### config.mk
export PLATFORM = sky130hd
export DESIGN_NAME = rst_seq
export DESIGN_NICKNAME = d
export VERILOG_FILES = /design/src/rtl/rst_seq_pkg.sv /design/src/rtl/rst_seq_cnt.sv /design/src/rtl/rst_seq.sv
export SDC_FILE = /design/constraint.sdc
export NUM_CORES = 1
export LEC_CHECK = 0
export ABC_AREA = 0
export BUFFER_PORTS_ARGS = -buffer_cell sky130_fd_sc_hd__buf_2
export CAP_MARGIN = 25
export CORE_MARGIN = 2
export CORE_UTILIZATION = 50
export DETAILED_ROUTE_END_ITERATION = 8
export PLACE_DENSITY = 0.72
export REMOVE_ABC_BUFFERS = 1
export SYNTH_ARGS = -nofsm -noshare
export SYNTH_HDL_FRONTEND = slang
export SYNTH_HIERARCHICAL = 1
export SYNTH_SLANG_ARGS = --single-unit
### constraint.sdc
create_clock -name clk_100m -period 6.5 [get_ports clk_100m]
set_input_delay 0.975 -clock clk_100m [delete_from_list [all_inputs] [get_ports clk_100m]]
set_output_delay 0.975 -clock clk_100m [all_outputs]
set_load 0.01 [all_outputs]
### src/rtl/rst_seq_pkg.sv
// Shared types and default delays for the rst_seq reset sequencer.
package rst_seq_pkg;

    typedef enum logic [2:0] {
        WAIT_LOCK   = 3'd0,
        LOCK_STABLE = 3'd1,
        SENSOR_REL  = 3'd2,
        SYS_REL     = 3'd3,
        RUN         = 3'd4,
        SOFT_RST    = 3'd5
    } rst_state_e;

    localparam int DEF_LOCK_STABLE_CYC = 1000;
    localparam int DEF_SENSOR_DLY_CYC  = 10000;
    localparam int DEF_SYS_DLY_CYC     = 256;
    localparam int DEF_CNT_W           = 16;

endpackage

### src/rtl/rst_seq_cnt.sv
// Delay counter for rst_seq: synchronous clear, enable, terminal-count compare.
module rst_seq_cnt
    import rst_seq_pkg::*;
#(
    parameter int CNT_W = DEF_CNT_W
) (
    input  logic             clk_100m,
    input  logic             rst_n,
    input  logic             clr,
    input  logic             en,
    input  logic [CNT_W-1:0] limit,
    output logic             tc
);

    logic [CNT_W-1:0] cnt_q;
    logic [CNT_W-1:0] cnt_d;

    always_comb begin
        cnt_d = cnt_q;
        if (clr) begin
            cnt_d = '0;
        end else if (en) begin
            cnt_d = cnt_q + 1'b1;
        end
    end

    always_ff @(posedge clk_100m or negedge rst_n) begin
        if (!rst_n) begin
            cnt_q <= '0;
        end else begin
            cnt_q <= cnt_d;
        end
    end

    assign tc = (cnt_q == limit);

endmodule

### src/rtl/rst_seq.sv
// Power-on / lock-loss reset sequencer for the 100 MHz domain.
// Optional soft reset of system logic from RUN when RST_SEQ_SOFT_RST_EN is defined.
module rst_seq
    import rst_seq_pkg::*;
#(
    parameter int LOCK_STABLE_CYC = DEF_LOCK_STABLE_CYC,
    parameter int SENSOR_DLY_CYC  = DEF_SENSOR_DLY_CYC,
    parameter int SYS_DLY_CYC     = DEF_SYS_DLY_CYC,
    parameter int CNT_W           = DEF_CNT_W
) (
    input  logic clk_100m,
    input  logic rst_n,
    input  logic locked,
`ifdef RST_SEQ_SOFT_RST_EN
    input  logic soft_rst_req,
`endif
    output logic sensor_rst_n,
    output logic sys_rst_n,
    output logic rst_done
);

    localparam logic [CNT_W-1:0] LOCK_LIM   = CNT_W'(LOCK_STABLE_CYC - 1);
    localparam logic [CNT_W-1:0] SENSOR_LIM = CNT_W'(SENSOR_DLY_CYC - 1);
    localparam logic [CNT_W-1:0] SYS_LIM    = CNT_W'(SYS_DLY_CYC - 1);

    rst_state_e       state_q, state_d;
    logic             sensor_rst_n_q, sensor_rst_n_d;
    logic             sys_rst_n_q, sys_rst_n_d;
    logic             rst_done_q, rst_done_d;
    logic             cnt_clr;
    logic             cnt_en;
    logic             cnt_tc;
    logic [CNT_W-1:0] cnt_limit;

    rst_seq_cnt #(
        .CNT_W (CNT_W)
    ) u_cnt (
        .clk_100m (clk_100m),
        .rst_n    (rst_n),
        .clr      (cnt_clr),
        .en       (cnt_en),
        .limit    (cnt_limit),
        .tc       (cnt_tc)
    );

    always_comb begin
        state_d        = state_q;
        sensor_rst_n_d = sensor_rst_n_q;
        sys_rst_n_d    = sys_rst_n_q;
        rst_done_d     = rst_done_q;
        cnt_en         = 1'b0;
        cnt_limit      = '0;

        case (state_q)
            WAIT_LOCK: begin
                sensor_rst_n_d = 1'b0;
                sys_rst_n_d    = 1'b0;
                rst_done_d     = 1'b0;
                if (locked) state_d = LOCK_STABLE;
            end
            LOCK_STABLE: begin
                cnt_en    = 1'b1;
                cnt_limit = LOCK_LIM;
                if (cnt_tc) begin
                    state_d        = SENSOR_REL;
                    sensor_rst_n_d = 1'b1;
                end
            end
            SENSOR_REL: begin
                cnt_en    = 1'b1;
                cnt_limit = SENSOR_LIM;
                if (cnt_tc) begin
                    state_d     = SYS_REL;
                    sys_rst_n_d = 1'b1;
                end
            end
            SYS_REL: begin
                cnt_en    = 1'b1;
                cnt_limit = SYS_LIM;
                if (cnt_tc) begin
                    state_d    = RUN;
                    rst_done_d = 1'b1;
                end
            end
            RUN: begin
`ifdef RST_SEQ_SOFT_RST_EN
                if (soft_rst_req) begin
                    state_d     = SOFT_RST;
                    sys_rst_n_d = 1'b0;
                    rst_done_d  = 1'b0;
                end
`endif
            end
`ifdef RST_SEQ_SOFT_RST_EN
            SOFT_RST: begin
                cnt_en    = 1'b1;
                cnt_limit = SYS_LIM;
                if (cnt_tc) begin
                    state_d     = SYS_REL;
                    sys_rst_n_d = 1'b1;
                end
            end
`endif
            default: begin
                state_d        = WAIT_LOCK;
                sensor_rst_n_d = 1'b0;
                sys_rst_n_d    = 1'b0;
                rst_done_d     = 1'b0;
            end
        endcase

        // Lock loss beats any terminal count seen in the same cycle.
        if ((state_q != WAIT_LOCK) && !locked) begin
            state_d        = WAIT_LOCK;
            sensor_rst_n_d = 1'b0;
            sys_rst_n_d    = 1'b0;
            rst_done_d     = 1'b0;
        end

        cnt_clr = (state_d != state_q) || (state_q == WAIT_LOCK) || (state_q == RUN);
    end

    always_ff @(posedge clk_100m or negedge rst_n) begin
        if (!rst_n) begin
            state_q        <= WAIT_LOCK;
            sensor_rst_n_q <= 1'b0;
            sys_rst_n_q    <= 1'b0;
            rst_done_q     <= 1'b0;
        end else begin
            state_q        <= state_d;
            sensor_rst_n_q <= sensor_rst_n_d;
            sys_rst_n_q    <= sys_rst_n_d;
            rst_done_q     <= rst_done_d;
        end
    end

    assign sensor_rst_n = sensor_rst_n_q;
    assign sys_rst_n    = sys_rst_n_q;
    assign rst_done     = rst_done_q;

endmodule

## Word-level counts from Yosys, hierarchy flattened

Index checks and enable logic that the tools add are counted.

- Flip-flop bits (word level): 22
- Bits in latches: 0
- RAM bits: 0
- ROM bits: 0
- Memories kept: 0

- Add/sub/neg operators: 1
- Multiply operators: 0
- Div/mod/pow operators: 0
- Magnitude comparators: 0
- Equal/unequal tests: 12
- Shifts and indexed selects: 0
- Multiplexer cells: 17
- Bitwise operators: 0
- Reductions and logical operators: 14

Operator list:

| operator | number |
|---|---|
| 14-bit one-hot mux with 3 select lines | 1 |
| 16-bit 2-to-1 mux | 2 |
| 16-bit by 1-bit adder with 16-bit output, second input constant | 1 |
| 16-bit by 14-bit equality test with 1-bit output | 1 |
| 3-bit 2-to-1 mux | 5 |
| 3-bit one-hot mux with 5 select lines | 1 |
| 3-bit OR reduction | 4 |
| 3-bit inequality test, second input constant | 3 |
| 3-bit by 2-bit equality test with 1-bit output, second input constant | 2 |
| 2-bit by 1-bit inequality test with 1-bit output, second input constant | 3 |
| 1-bit one-hot mux with 2 select lines | 3 |
| 2-bit AND reduction | 3 |
| 1-bit 2-to-1 mux | 5 |
| 3-bit by 1-bit equality test with 1-bit output, second input constant | 1 |
| 3-bit equality test, second input constant | 1 |
| 3-bit zero test | 1 |
| 3-bit inequality test | 1 |
| 3-bit nonzero test | 1 |
| 1-bit logical OR | 2 |
| 2-bit nonzero test | 1 |
| 1-bit logical AND | 1 |
| 1-bit zero test | 1 |

## Depth between registers and ports, before layout

- Depth in word-level cells: 10
- Depth in mapped cells: 12
- Mapped depth without buffers: 10

## Cells and area by module

Netlist, hierarchy kept.

Modules (own cells, without submodules):

| module | times used | cells an instance | area each (µm²) | seq. area each (µm²) |
|---|---|---|---|---|
| rst_seq_cnt | 1 | 104 | 1024.7 | 400.4 |
| rst_seq | 1 | 42 | 401.6 | 150.1 |

## Worst setup path after synthesis

No wires, ideal clock.

- Path kind: flip-flop to flip-flop
- From: register state_q[1]
- To: register u_cnt.cnt_q[14]
- Arrival: 2722 ps
- Required time: 6375 ps
- Setup slack: 3653 ps
- Stages on the path, launching flop included: 13
- Buffers on the path: 2
- Period minus slack after synthesis: 2847 ps
- Cell sequence: dfrtp_1 -> buf_6 -> nor2b_4 -> and2_2 -> xnor2_1 -> nand4_1 -> nor4_1 -> or3_1 -> buf_2 -> o211ai_1 -> nor4_4 -> nand3_2 -> mux2_4

- Cells in the longest elaborated chain, start to end: 10
- Elaborated cells between the ends (all ways): 22

Ends and longest elaborated chain:

| item | line | text |
|---|---|---|
| start: declaration | rst_seq.sv:26 | `rst_state_e state_q, state_d;` |
| start signal: assignment | rst_seq.sv:130 | `state_q <= state_d;` |
| 3-bit by 2-bit equality test with 1-bit output / 3-bit by 1-bit equality test with 1-bit output (equally long branches) | rst_seq.sv:54 | `case (state_q)` |
| 14-bit one-hot mux with 3 select lines (*) | rst_seq.sv:54 |  |
| named net cnt_limit[3] | rst_seq.sv:33 | `logic [CNT_W-1:0] cnt_limit;` |
| 16-bit by 14-bit equality test with 1-bit output (*) | rst_seq_cnt.sv:35 | `assign tc = (cnt_q == limit);` |
| named net cnt_tc | rst_seq.sv:32 | `logic cnt_tc;` |
| 3-bit 2-to-1 mux (on tied branches) | rst_seq.sv:80, rst_seq.sv:64, rst_seq.sv:72 |  |
| 3-bit one-hot mux with 5 select lines (*) | rst_seq.sv:54 |  |
| 3-bit 2-to-1 mux (*) | rst_seq.sv:113 | `if ((state_q != WAIT_LOCK) && !locked) begin` |
| 3-bit inequality test (*) | rst_seq.sv:120 | `cnt_clr = (state_d != state_q) \|\| (state_q == WAIT_LOCK) \|\| (state_q == RUN);` |
| 1-bit logical OR (*) (2 in a row) | rst_seq.sv:120 |  |
| named net cnt_clr | rst_seq.sv:30 | `logic cnt_clr;` |
| 16-bit 2-to-1 mux / 2-bit nonzero test (equally long branches) | n/a |  |
| end signal: assignment | rst_seq_cnt.sv:31 | `cnt_q <= cnt_d;` |
| end: declaration | rst_seq_cnt.sv:15 | `logic [CNT_W-1:0] cnt_q;` |

The timed path passes the listed nets; every way through them passes the cells marked *.
A chain may end at the register's enable or synchronous reset.

## Final worst setup path

Same ends and word-level chain as after synthesis.

==> impl_metrics.toml <==
[power]
peakVddDrop_mv = 0.106
p_leak_uw = 0.000569
fin_total_pwr_uw = 231
cellPowerDensity_mw_per_mm2 = 157

[logic_synthesis]
synth_cells = 146
seq_area_frac_synth_pct = 38.6
synth_edf_count = 0
syn_avg_cell_area_um2 = 9.77
synthTopCellsByArea = "dfrtp_1 (39%), xnor2_1 (16%), nor2_1 (5.3%)"
syn_area_mm2 = 0.00143
yosysMostFrequentCell = "xnor2_1"
yosysTopAreaCell = "dfrtp_1"
yosys_warnings = 6
ys_ff_latch = 22
yosys.cell_types.count = 41
synth_top_area_share_pct = 38.6
synth_ff_type = "dfrtp_1"
async_flop_share_pct = 100
synth_commonest_cells = "xnor2_1 (26), dfrtp_1 (22), nor2_1 (20)"

[run_status]
status = "finished, final reports clean"

[die]
row_count = 19
die-width_um = 57.4
die_h_um = 57.4
die-area_mm2 = 0.00330
coreArea_mm2 = 0.00273
ioPinCount = 6
initial_core_util_pct = 52.2

[layout]
nNetsFinal = 153
layout-drive-gt1-share_pct = 14.9
diodes = 0
nFillCells = 249
post-route-util_pct = 53.7
synthToLayoutAreaGrowth_pct = 2.98

[route]
dr.pass1.iters = 4
vias_per_cell = 5.74
wl_per_cell_um = 14.3
drt_wl_total_um = 2560
postRouteAntennaNets = 0
drt_iter0_markers = 58
drc_errors = 0
vias = 1027

[worst_setup_path]
worstPathMaxFanout = 19
critPathSlowestCell = "nor4_1"
arrival_ns = 3.88
start_kind = "flop"
slowest_delay_ns = 0.70
worstSetupPathType = "reg -> reg"
path_cells = "nor2b_4, and2_2, xnor2_1, nand4_1, nor4_1, or3_1, o211ai_1, nor4_4, nand3_2, mux2_4"
crit_required_ns = 6.70
end_kind = "flop"

[cts]
cts.repair.resized = 0
cts.clk_slew.worst_paths_ns = 0.12
clock_path_buffers = 2
cts_tree = "done"
cts_sinks = 22
clockRootBuffer = "clkbuf_4"
cts.hold.buffers_added = 0
clk_latency_ns = 0.31
cts_buffers = 3
post_cts_buffers = 0
h-tree-depth = 1

[sta]
finClkSkew_ns = 0.00654
hold_viol = 0
slew-limit-headroom_pct = 48.0
rsz0062_at_grt = "false"
setup_violations = 0
period_needed_ns = 3.68
worstMarginPinSlew_ns = 0.773
maxSlewViolCount = 0
whs_ns = 0.586
fmax_mhz = 272
setup_slack_ns = 2.82
setup-tns-final_ns = 0
min_period_over_period_pct = 56.6

[global_route]
track_usage_pct = 17.3
grt_pass1_vias = 979
antenna_found_initial = 0
grt_pass1_wl_um = 4530
grt_max_degree = 23
grt-ovfl-total = 0

[placement]
io_buffers = 5
hpwlAfterDp_um = 1920
gp_congestion = 0.836
post-place-ws_ns = 2.85

[min_path]
hp-class = "reg -> reg"

[flow_run]
drv_cap = 0
## where the power goes
group          leakage [uW]  internal [uW]  total, uW  switching, uW
Sequential         0.000305            138        140           2.02
Combinational      0.000243           6.04       17.4           11.4
Clock             0.0000210           34.2       74.2           40.0
Total              0.000569            178        231           53.4
## state kept, by name, summed over array words and instances, names as in the netlist
register      count
sys_rst_n         1
u_cnt/cnt_q      16
state_q           3
sensor_rst_n      1
rst_done          1
## worst paths after layout
kind	start	end	slack [ns]	cells after the start
worst max-delay path	state_q[1]$_DFF_PN0_	u_cnt/cnt_q[14]$_DFFE_PN0P_	2.82	10
worst max register to register	state_q[1]$_DFF_PN0_	u_cnt/cnt_q[14]$_DFFE_PN0P_	2.82	10
min in group asynchronous	rst_n	rst_done$_DFFE_PN0P_	0.60	1
worst min-delay path	u_cnt/cnt_q[15]$_DFFE_PN0P_	u_cnt/cnt_q[15]$_DFFE_PN0P_	0.59	2
worst min register to register	u_cnt/cnt_q[15]$_DFFE_PN0P_	u_cnt/cnt_q[15]$_DFFE_PN0P_	0.59	2
max in group asynchronous	rst_n	u_cnt/cnt_q[9]$_DFFE_PN0P_	5.58	1
## cells by family (layout without fill, tap and decap cells)
group / count (synthesis) / in the layout / share of synthesized area [%]
AO/OA/AOI/OAI: 14 / 14 / 7.98
XOR/XNOR: 30 / 30 / 18.4
adder cells (fa/ha/maj): 1 / 1 / 0.877
buffers and inverters: 14 / 13 / 5.88
flip-flops: 22 / 22 / 38.6
multiplexers: 2 / 2 / 1.75
other: 1 / 4 / 0.263
AND/OR/NAND/NOR: 62 / 62 / 26.2
## stage by stage
step / cell area, um2 / instances
final: 1470 / 179
after global routing: 1470 / 179
after CTS: 1470 / 179
after detailed placement: 1430 / 175
after global placement: 1430 / 175
after floorplan: 1370 / 139
## layer usage
metal	share of wire (%)	track usage, %	wire [um]
met1	49	25.0	1260
met2	46	26.5	1180
met3	3.2	3.17	82
met4	1.3	5.32	34
met5	0	0	0
## layout by cell type (no fill, tap or decap), types with 2 or more instances in the layout
cell type	netlist	routed
nor2_1	20	20
nand4_1	9	9
buf_2	4	5
clkbuf_4	0	3
nor3_1	3	3
inv_1	4	4
or3_1	3	3
conb_1	1	4
and2_2	3	3
nor4_1	4	4
xnor2_1	26	26
o21ai_0	2	2
a21oi_1	3	3
xor2_1	4	4
nand3_1	3	3
nand2_1	7	7
dfrtp_1	22	22
## layout make-up
class | instances | area, um2 | share of cell area [%]
Multi-Input combinational cell | 113 | 803 | 54.7
Sequential cell | 22 | 551 | 37.5
Tap cell | 31 | 38.8 | 2.64
Clock buffer | 4 | 36.3 | 2.47
Timing Repair Buffer | 5 | 25.0 | 1.70
Inverter | 4 | 15.0 | 1.02
## critical path, delay by kind of cell, from the launching register on
family,cells,cell delay (ns)
multiplexers,1,0.31
AO/OA/AOI/OAI,1,0.28
XOR/XNOR,1,0.12
flip-flops,1,0.57
AND/OR/NAND/NOR,7,2.29
No activity file was read; power rests on OpenSTA's default activity.
